File: src/rtl/simon_pattern_player.sv
// Simon Says pattern player: LFSR-generated symbol store with timed one-hot LED playback.
// Optional SIMON_PLAYER_SPEEDUP_EN shortens each ON phase as the played length grows.
module simon_pattern_player #(
  parameter int          CNTS_PER_SEC = 25000000,
  parameter int          DIFFICULTY   = 6,
  parameter logic [15:0] SEED         = 16'hACE1
) (
  input  logic       i_Clk,
  input  logic       i_Rst_L,
  input  logic       i_New_Game,
  input  logic       i_Play,
  input  logic [3:0] i_Length,
  input  logic [3:0] i_Rd_Idx,
  output logic [1:0] o_Rd_Sym,
  output logic [3:0] o_LED,
  output logic       o_Busy,
  output logic       o_Done
);

  localparam int ON_CNTS  = CNTS_PER_SEC / 2;
  localparam int OFF_CNTS = CNTS_PER_SEC / 4;
  localparam int TW       = $clog2(CNTS_PER_SEC) + 1;

  localparam logic [3:0]    LAST_IDX = 4'(DIFFICULTY - 1);
  localparam logic [3:0]    MAX_LEN  = 4'(DIFFICULTY);
  localparam logic [TW-1:0] OFF_LAST = TW'(OFF_CNTS - 1);

  typedef enum logic [2:0] {
    S_IDLE,
    S_GEN,
    S_ON,
    S_OFF,
    S_DONE
  } state_t;

  state_t        r_state, w_state_next;
  logic [15:0]   r_lfsr;
  logic [15:0]   w_lfsr_next;
  logic [3:0]    r_idx, w_idx_next;
  logic [3:0]    r_len, w_len_next;
  logic [TW-1:0] r_timer, w_timer_next;
  logic [3:0]    r_led;
  logic [3:0]    w_play_len;
  logic [3:0]    w_led_map;
  logic          w_wr_en;
  logic [TW-1:0] w_on_last;
  logic [1:0]    w_mem [16];

  // Galois right-shift LFSR; runs in every state so the sequence depends on request timing.
  assign w_lfsr_next = {1'b0, r_lfsr[15:1]} ^ (r_lfsr[0] ? 16'hB400 : 16'h0000);

  always_ff @(posedge i_Clk or negedge i_Rst_L) begin
    if (!i_Rst_L) begin
      r_lfsr <= SEED;
    end else begin
      r_lfsr <= w_lfsr_next;
    end
  end

  assign w_play_len = (i_Length > MAX_LEN) ? MAX_LEN : i_Length;

`ifdef SIMON_PLAYER_SPEEDUP_EN
  localparam int ON_STEP = CNTS_PER_SEC / 32;

  logic [TW-1:0] r_on_last;
  logic [TW-1:0] w_on_last_play;

  // ON length is fixed for the whole playback, so compute it once when Play is accepted.
  always_comb begin
    w_on_last_play = TW'(ON_CNTS - 1);
    if (w_play_len != 4'd0) begin
      w_on_last_play = TW'(ON_CNTS - 1 - ON_STEP * int'(w_play_len - 4'd1));
    end
  end

  always_ff @(posedge i_Clk or negedge i_Rst_L) begin
    if (!i_Rst_L) begin
      r_on_last <= '0;
    end else if (r_state == S_IDLE && !i_New_Game && i_Play) begin
      r_on_last <= w_on_last_play;
    end
  end

  assign w_on_last = r_on_last;
`else
  assign w_on_last = TW'(ON_CNTS - 1);
`endif

  // Symbol store: one register per live entry, entries past DIFFICULTY read as zero.
  genvar gi;
  generate
    for (gi = 0; gi < 16; gi++) begin : g_mem
      if (gi < DIFFICULTY) begin : g_reg
        logic [1:0] r_sym;
        always_ff @(posedge i_Clk or negedge i_Rst_L) begin
          if (!i_Rst_L) begin
            r_sym <= 2'b00;
          end else if (w_wr_en && r_idx == 4'(gi)) begin
            r_sym <= r_lfsr[1:0];
          end
        end
        assign w_mem[gi] = r_sym;
      end else begin : g_zero
        assign w_mem[gi] = 2'b00;
      end
    end
  endgenerate

  assign o_Rd_Sym  = w_mem[i_Rd_Idx];
  assign w_led_map = 4'b0001 << w_mem[r_idx];

  always_ff @(posedge i_Clk or negedge i_Rst_L) begin
    if (!i_Rst_L) begin
      r_state <= S_IDLE;
      r_idx   <= 4'd0;
      r_len   <= 4'd0;
      r_timer <= '0;
      r_led   <= 4'd0;
    end else begin
      r_state <= w_state_next;
      r_idx   <= w_idx_next;
      r_len   <= w_len_next;
      r_timer <= w_timer_next;
      r_led   <= (r_state == S_ON) ? w_led_map : 4'd0;
    end
  end

  always_comb begin
    w_state_next = r_state;
    w_idx_next   = r_idx;
    w_len_next   = r_len;
    w_timer_next = r_timer;
    w_wr_en      = 1'b0;
    case (r_state)
      S_IDLE: begin
        if (i_New_Game) begin
          w_state_next = S_GEN;
          w_idx_next   = 4'd0;
        end else if (i_Play) begin
          w_len_next   = w_play_len;
          w_idx_next   = 4'd0;
          w_timer_next = '0;
          w_state_next = (w_play_len == 4'd0) ? S_DONE : S_ON;
        end
      end
      S_GEN: begin
        w_wr_en    = 1'b1;
        w_idx_next = r_idx + 4'd1;
        if (r_idx == LAST_IDX) begin
          w_state_next = S_IDLE;
          w_idx_next   = 4'd0;
        end
      end
      S_ON: begin
        if (r_timer == w_on_last) begin
          w_state_next = S_OFF;
          w_timer_next = '0;
        end else begin
          w_timer_next = r_timer + TW'(1);
        end
      end
      S_OFF: begin
        if (r_timer == OFF_LAST) begin
          w_timer_next = '0;
          if (r_idx == r_len - 4'd1) begin
            w_state_next = S_DONE;
          end else begin
            w_idx_next   = r_idx + 4'd1;
            w_state_next = S_ON;
          end
        end else begin
          w_timer_next = r_timer + TW'(1);
        end
      end
      S_DONE: begin
        w_state_next = S_IDLE;
      end
      default: begin
        w_state_next = S_IDLE;
      end
    endcase
  end

  assign o_LED  = r_led;
  assign o_Busy = (r_state == S_GEN) || (r_state == S_ON) || (r_state == S_OFF);
  assign o_Done = (r_state == S_DONE);

endmodule

File: config.mk
export PLATFORM = sky130hd
export DESIGN_NAME = simon_pattern_player
export DESIGN_NICKNAME = d
export VERILOG_FILES = /design/src/rtl/simon_pattern_player.sv
export SDC_FILE = /design/constraint.sdc
export NUM_CORES = 1
export LEC_CHECK = 0
export CAP_MARGIN = 20
export CORE_MARGIN = 1
export CORE_UTILIZATION = 25
export CTS_CLUSTER_DIAMETER = 30
export CTS_CLUSTER_SIZE = 8
export DETAILED_ROUTE_END_ITERATION = 16
export SLEW_MARGIN = 20
export SYNTH_ARGS = -nofsm -noshare
export SYNTH_HDL_FRONTEND = slang
export SYNTH_SLANG_ARGS = --single-unit
File: constraint.sdc
create_clock -name i_Clk -period 4.5 [get_ports i_Clk]
set_input_delay 0.675 -clock i_Clk [delete_from_list [all_inputs] [get_ports i_Clk]]
set_output_delay 0.675 -clock i_Clk [all_outputs]
set_load 0.02 [all_outputs]
# After elaboration in Yosys (flattened, before gate mapping)
# Cells that the tools add are included.
# Widths: inputs -> output; s select.
# totals
ff_bits	69
out_inout_bits	8
elab_cells	88
# op_classes
addsub	3
magnitude_cmp	3
eq_ne	19
shift	1
n_mux	29
bitwise_logic	4
n_reduce_logical	17
# op_table
cell	n
$mux 26	4
$pmux 26 s3	1
$mux 4	7
$add 26x1->26 const B	1
$eq 26x23->1 const B	1
$eq 26x24->1 const B	1
$mux 3	7
$bmux 2 s4	2
$mux 16	1
$xor 15x16->16	1
$pmux 3 s4	1
$pmux 4 s3	1
$ge 5x5->1 const B	2
$ne 2x2->1 const B	5
$not 4->5	2
$eq 4x2->1 const B	2
$eq 4x3->1 const B	2
$logic_not 4->1	2
$mux 2	4
$reduce_and 4->1	2
$eq 3x2->1 const B	2
$logic_and 1x1->1	6
$reduce_and 3->1	2
$reduce_bool 3->1	2
other kinds (14)	15

# Logic depth before layout (Yosys ltp)
# logic_depth
ltp_word	7
mapped_depth	7

# Least setup slack after synthesis
# OpenSTA, ideal clock, no wires.
# synth_path
path_type	register to register
start	reg r_timer[13]
end	reg r_state[0]
setup_time_ns	0.126
arrival_ns	2.031
t_required_ns	4.374
path_slack_ns	2.343
stages_incl_launch_ff	7
n_path_buf	1
period_less_slack_ns	2.157
path_cell_list	dfrtp_1 -> or4b_4 -> nor4_4 -> nand3_4 -> and2_4 -> buf_6 -> a221o_1
# synth_between
elab_chain_cells	3
word_cells_on_any_way	5
cone_classes	eq/ne (4); reduce/logical (1)
# synth_rtl
element	line	rtl
start, declared	41	logic [TW-1:0] r_timer, w_timer_next;
start signal, assigned	123	r_timer <= w_timer_next;
$eq 26x23->1 or $eq 26x24->1 (tied branches)	163, 155	
$ne 2x2->1 (no line) or $ne 2x1->1 (tied branches)	--	
$reduce_and 4->1 (no line) (*)	--	
end signal, assigned	120	r_state <= w_state_next;
end, declared	36	state_t r_state, w_state_next;
# Mark *: on every way between the ends. The rest lies on a longest branch, timed or not.
# A chain may end at the register's enable or synchronous reset.

# Worst setup path in the final report
# layout_path
start	in i_Rd_Idx[0]
end	out o_Rd_Sym[1]
# layout_between
elab_chain_cells	4
# layout_rtl
element	line	rtl
start, declared	13	input logic [3:0] i_Rd_Idx,
$not 4->5 (implied by the code)	109	assign o_Rd_Sym = w_mem[i_Rd_Idx];
$bmux 2 s4	109	
$mux 2 (implied by the code) (2 in series)	109	
end, declared	14	output logic [1:0] o_Rd_Sym,
# Every way passes these cells. The select of a mux whose other input is x is not followed.

==> metrics.md <==
| Metric | Value |
|---|---|
| Largest cells by area after synthesis | `dfrtp_1 (42%), dfstp_2 (5.7%), mux2_2 (4.3%)` |
| Worst Setup End Kind | `output port` |
| Site row count | `43` |
| DRT Pass-1 Iters | `5` |
| Root Driver | `clkbuf_16` |
| Final worst path period share | `0.715` |
| Grt ovf | `0` |
| Final hold vios | `0` |
| Die H | `about 120 µm` |
| Layout Nets | `~400` |
| FF+latch area | `around 1700 µm²` |
| Flop and latch count out of synthesis | `between 60 and 70` |
| CTS tree | `yes` |
| Yosys top cell area share | `0.416` |
| Critical Path RT | `about 3800 ps` |
| Total GRT Usage | `0.121` |
| Core box area | `between 10,000 and 15,000 µm²` |
| Die footprint | `around 15,000 µm²` |
| Largest net degree at the start of global routing | `44` |
| RR Startpoint | `r_timer[13]` |
| Unrepaired setup endpoints after global routing | `no` |
| Area leader, netlist | `dfrtp_1` |
| Number of synthesized flops with an enable pin | `0` |
| Synthesized area | `3670 µm²` |
| Iter 0 DRT Violations | `372` |
| Peak supply drop | `approximately 0.19 mV` |
| Most frequent cells in the layout | `dfrtp_1 (61), nor2_1 (34), nand2_1 (28), nand3_1 (22), clkdlybuf4s50_1 (18)` |
| Clk pin slew, worst setup/hold paths | `roughly 60 ps` |
| Port Buffer Count | `19` |
| Multi-input gate area | `roughly 1800 µm²` |
| Hold_buf cts | `0` |
| Cell Pwr Density | `424 nW/µm²` |
| Share of cells above drive strength 1 | `0.141` |
| Fmax | `between 300 and 400 MHz` |
| Cell count of the worst reg-to-reg path | `5` |
| Routed WL | `~8500 µm` |
| Crit Path Category | `primary input to output port` |
| Clock Tree Buf Depth | `2` |
| Post-synth cell types | `60` |
| Post-Synthesis Cells | `363` |
| Async SR Flop Fraction | `1.00` |
| Width of the die | `approximately 120 µm` |
| Worst flop-to-flop path endpoint | `r_state[0]` |
| Final Skew | `~3.2 ps` |
| Initial antenna violation count | `0` |
| Post-CTS Setup Inserts | `0` |
| Setup TNS | `0 ps` |
| Relative slew slack | `0.448` |
| Post-cts resize count | `0` |
| Remaining antenna violation count after routing | `0` |
| Vias in the first global route | `2,837` |
| Commonest non-fill, non-tap cell in the layout | `dfrtp_1` |
| # setup viols final | `0` |
| Avg Cell Area, Syn | `10.1 µm²` |
| DR DRC count | `0` |
| Min cycle time layout | `between 3000 and 4000 ps` |
| Main synth FF type | `dfrtp_1` |
| DR WL/cell | `~15 µm` |
| Outcome | `finished clean` |
| R2R Setup Slk | `approximately 2000 ps` |
| Fin. max-slew vios | `0` |
| Fill count | `roughly 1,400` |
| Register area share after synthesis | `0.473` |
| Setup crit start kind | `primary input` |
| Final GP Congestion | `approximately 0.82` |
| DP HPWL | `slightly below 6000 µm` |
| First-pass GRT wire length | `between 10,000 and 15,000 µm` |
| Crit path DAT | `about 2500 ps` |
| Num CTS Buffers | `9` |
| Vias/cell | `roughly 5.2` |
| H-tree depth | `3` |
| Max cap viols | `0` |
| Top Ports | `20` |
| Clock latency on the worst-skew pair | `330 ps` |
| Final worst slack | `1280 ps` |
| Total leakage power | `~1.8 nW` |
| Vias | `approximately 2,900` |
| Yosys warning count | `0` |
| Total clock sinks | `69` |
| Area Overhead vs Synth | `18.8%` |
| Worst slack, placed | `1280 ps` |
| Worst Path Max Fanout | `4` |
| Antenna Cells | `0` |
| Initial Util | `0.261` |
| Hold crit path type | `primary input to async pin` |
| Post-Syn Nets | `approximately 380` |
| Worst slew pin tran | `~820 ps` |
sequential cells by signal, indices dropped and copies added (netlist names):
name / flops
r_timer: 26
r_lfsr: 16
g_mem.g_reg.r_sym: 12
o_LED: 4
r_idx: 4
r_len: 4
r_state: 3
power breakdown:
part / internal (W) / leakage (nW) / switching [W]
clock: 0.000499 / 0.151 / 0.000275
sequential: 0.000693 / 0.869 / 0.000125
combinational: 0.000120 / 0.753 / 0.000137
total: 0.00131 / 1.77 / 0.000537
worst max-delay path: stages:
cell and delay (ps):
clkdlybuf4s50_1 610, mux4_2 540, mux2i_1 140, nor2_1 50, clkdlybuf4s50_1 520
cell type report:
cell class / instances / area share
multi-input combinational: 263 / 0.416
sequential: 69 / 0.398
clock inverter: 5 / 0.0192
clock buffer: 10 / 0.0547
timing repair buffer: 23 / 0.0493
inverter: 13 / 0.0112
tap: 180 / 0.0516
through the flow:
step	total power [W]	utilization	cells	instance area (µm²)	hold WS (ps)
5_1_grt	0.00193	0.310	563	4370	355
2_1_floorplan	0.000983	-	363	3670	331
3_3_place_gp	0.00106	0.287	548	4040	336
6_report	0.00185	0.310	563	4370	347
4_1_cts	0.00186	0.310	563	4370	350
3_5_place_dp	0.00108	0.287	548	4040	337
cells by family (layout without fill, tap and decap cells):
logic type | Yosys count | in the layout | synth area share
xor+xnor | 14 | 14 | 0.0371
buf+inv | 31 | 51 | 0.0344
flops | 69 | 69 | 0.473
compound gates | 62 | 62 | 0.118
mux | 26 | 26 | 0.0892
fa+ha+maj | 6 | 6 | 0.0204
simple gates | 155 | 155 | 0.229
worst max path at each step:
stage / start / to / slack, ps / depth (start not counted)
after floorplan: r_timer[13] / r_state[0] / 2340 / 6
after global placement: i_Rd_Idx[0] / o_Rd_Sym[1] / 1310 / 5
after detailed placement: i_Rd_Idx[0] / o_Rd_Sym[1] / 1280 / 5
after CTS: i_Rd_Idx[0] / o_Rd_Sym[1] / 1270 / 5
after global routing: i_Rd_Idx[0] / o_Rd_Sym[1] / 1180 / 5
final: i_Rd_Idx[0] / o_Rd_Sym[1] / 1280 / 5
layer usage:
layer | wire [µm] | track usage
met1 | 3930 | 0.161
met3 | 339 | 0.0323
met4 | 121 | 0.0377
met5 | 0 | 0
met2 | 4160 | 0.190
Yosys cell counts, drive strengths merged (3+ instances only):
| cell type | n |
|---|---|
| a211o | 3 |
| a21oi | 11 |
| a221o | 3 |
| a31oi | 11 |
| a41oi | 3 |
| and2 | 3 |
| and3 | 6 |
| buf | 4 |
| clkbuf | 14 |
| dfrtp | 61 |
| dfstp | 8 |
| ha | 6 |
| inv | 13 |
| mux2 | 14 |
| mux2i | 8 |
| mux4 | 4 |
| nand2 | 28 |
| nand2b | 3 |
| nand3 | 23 |
| nand4 | 6 |
| nor2 | 34 |
| nor2b | 4 |
| nor3 | 16 |
| nor4 | 12 |
| o211ai | 3 |
| o21ai | 10 |
| o22ai | 3 |
| or3 | 5 |
| xnor2 | 8 |
| xor2 | 5 |
No activity file was read; power rests on OpenSTA's default activity.
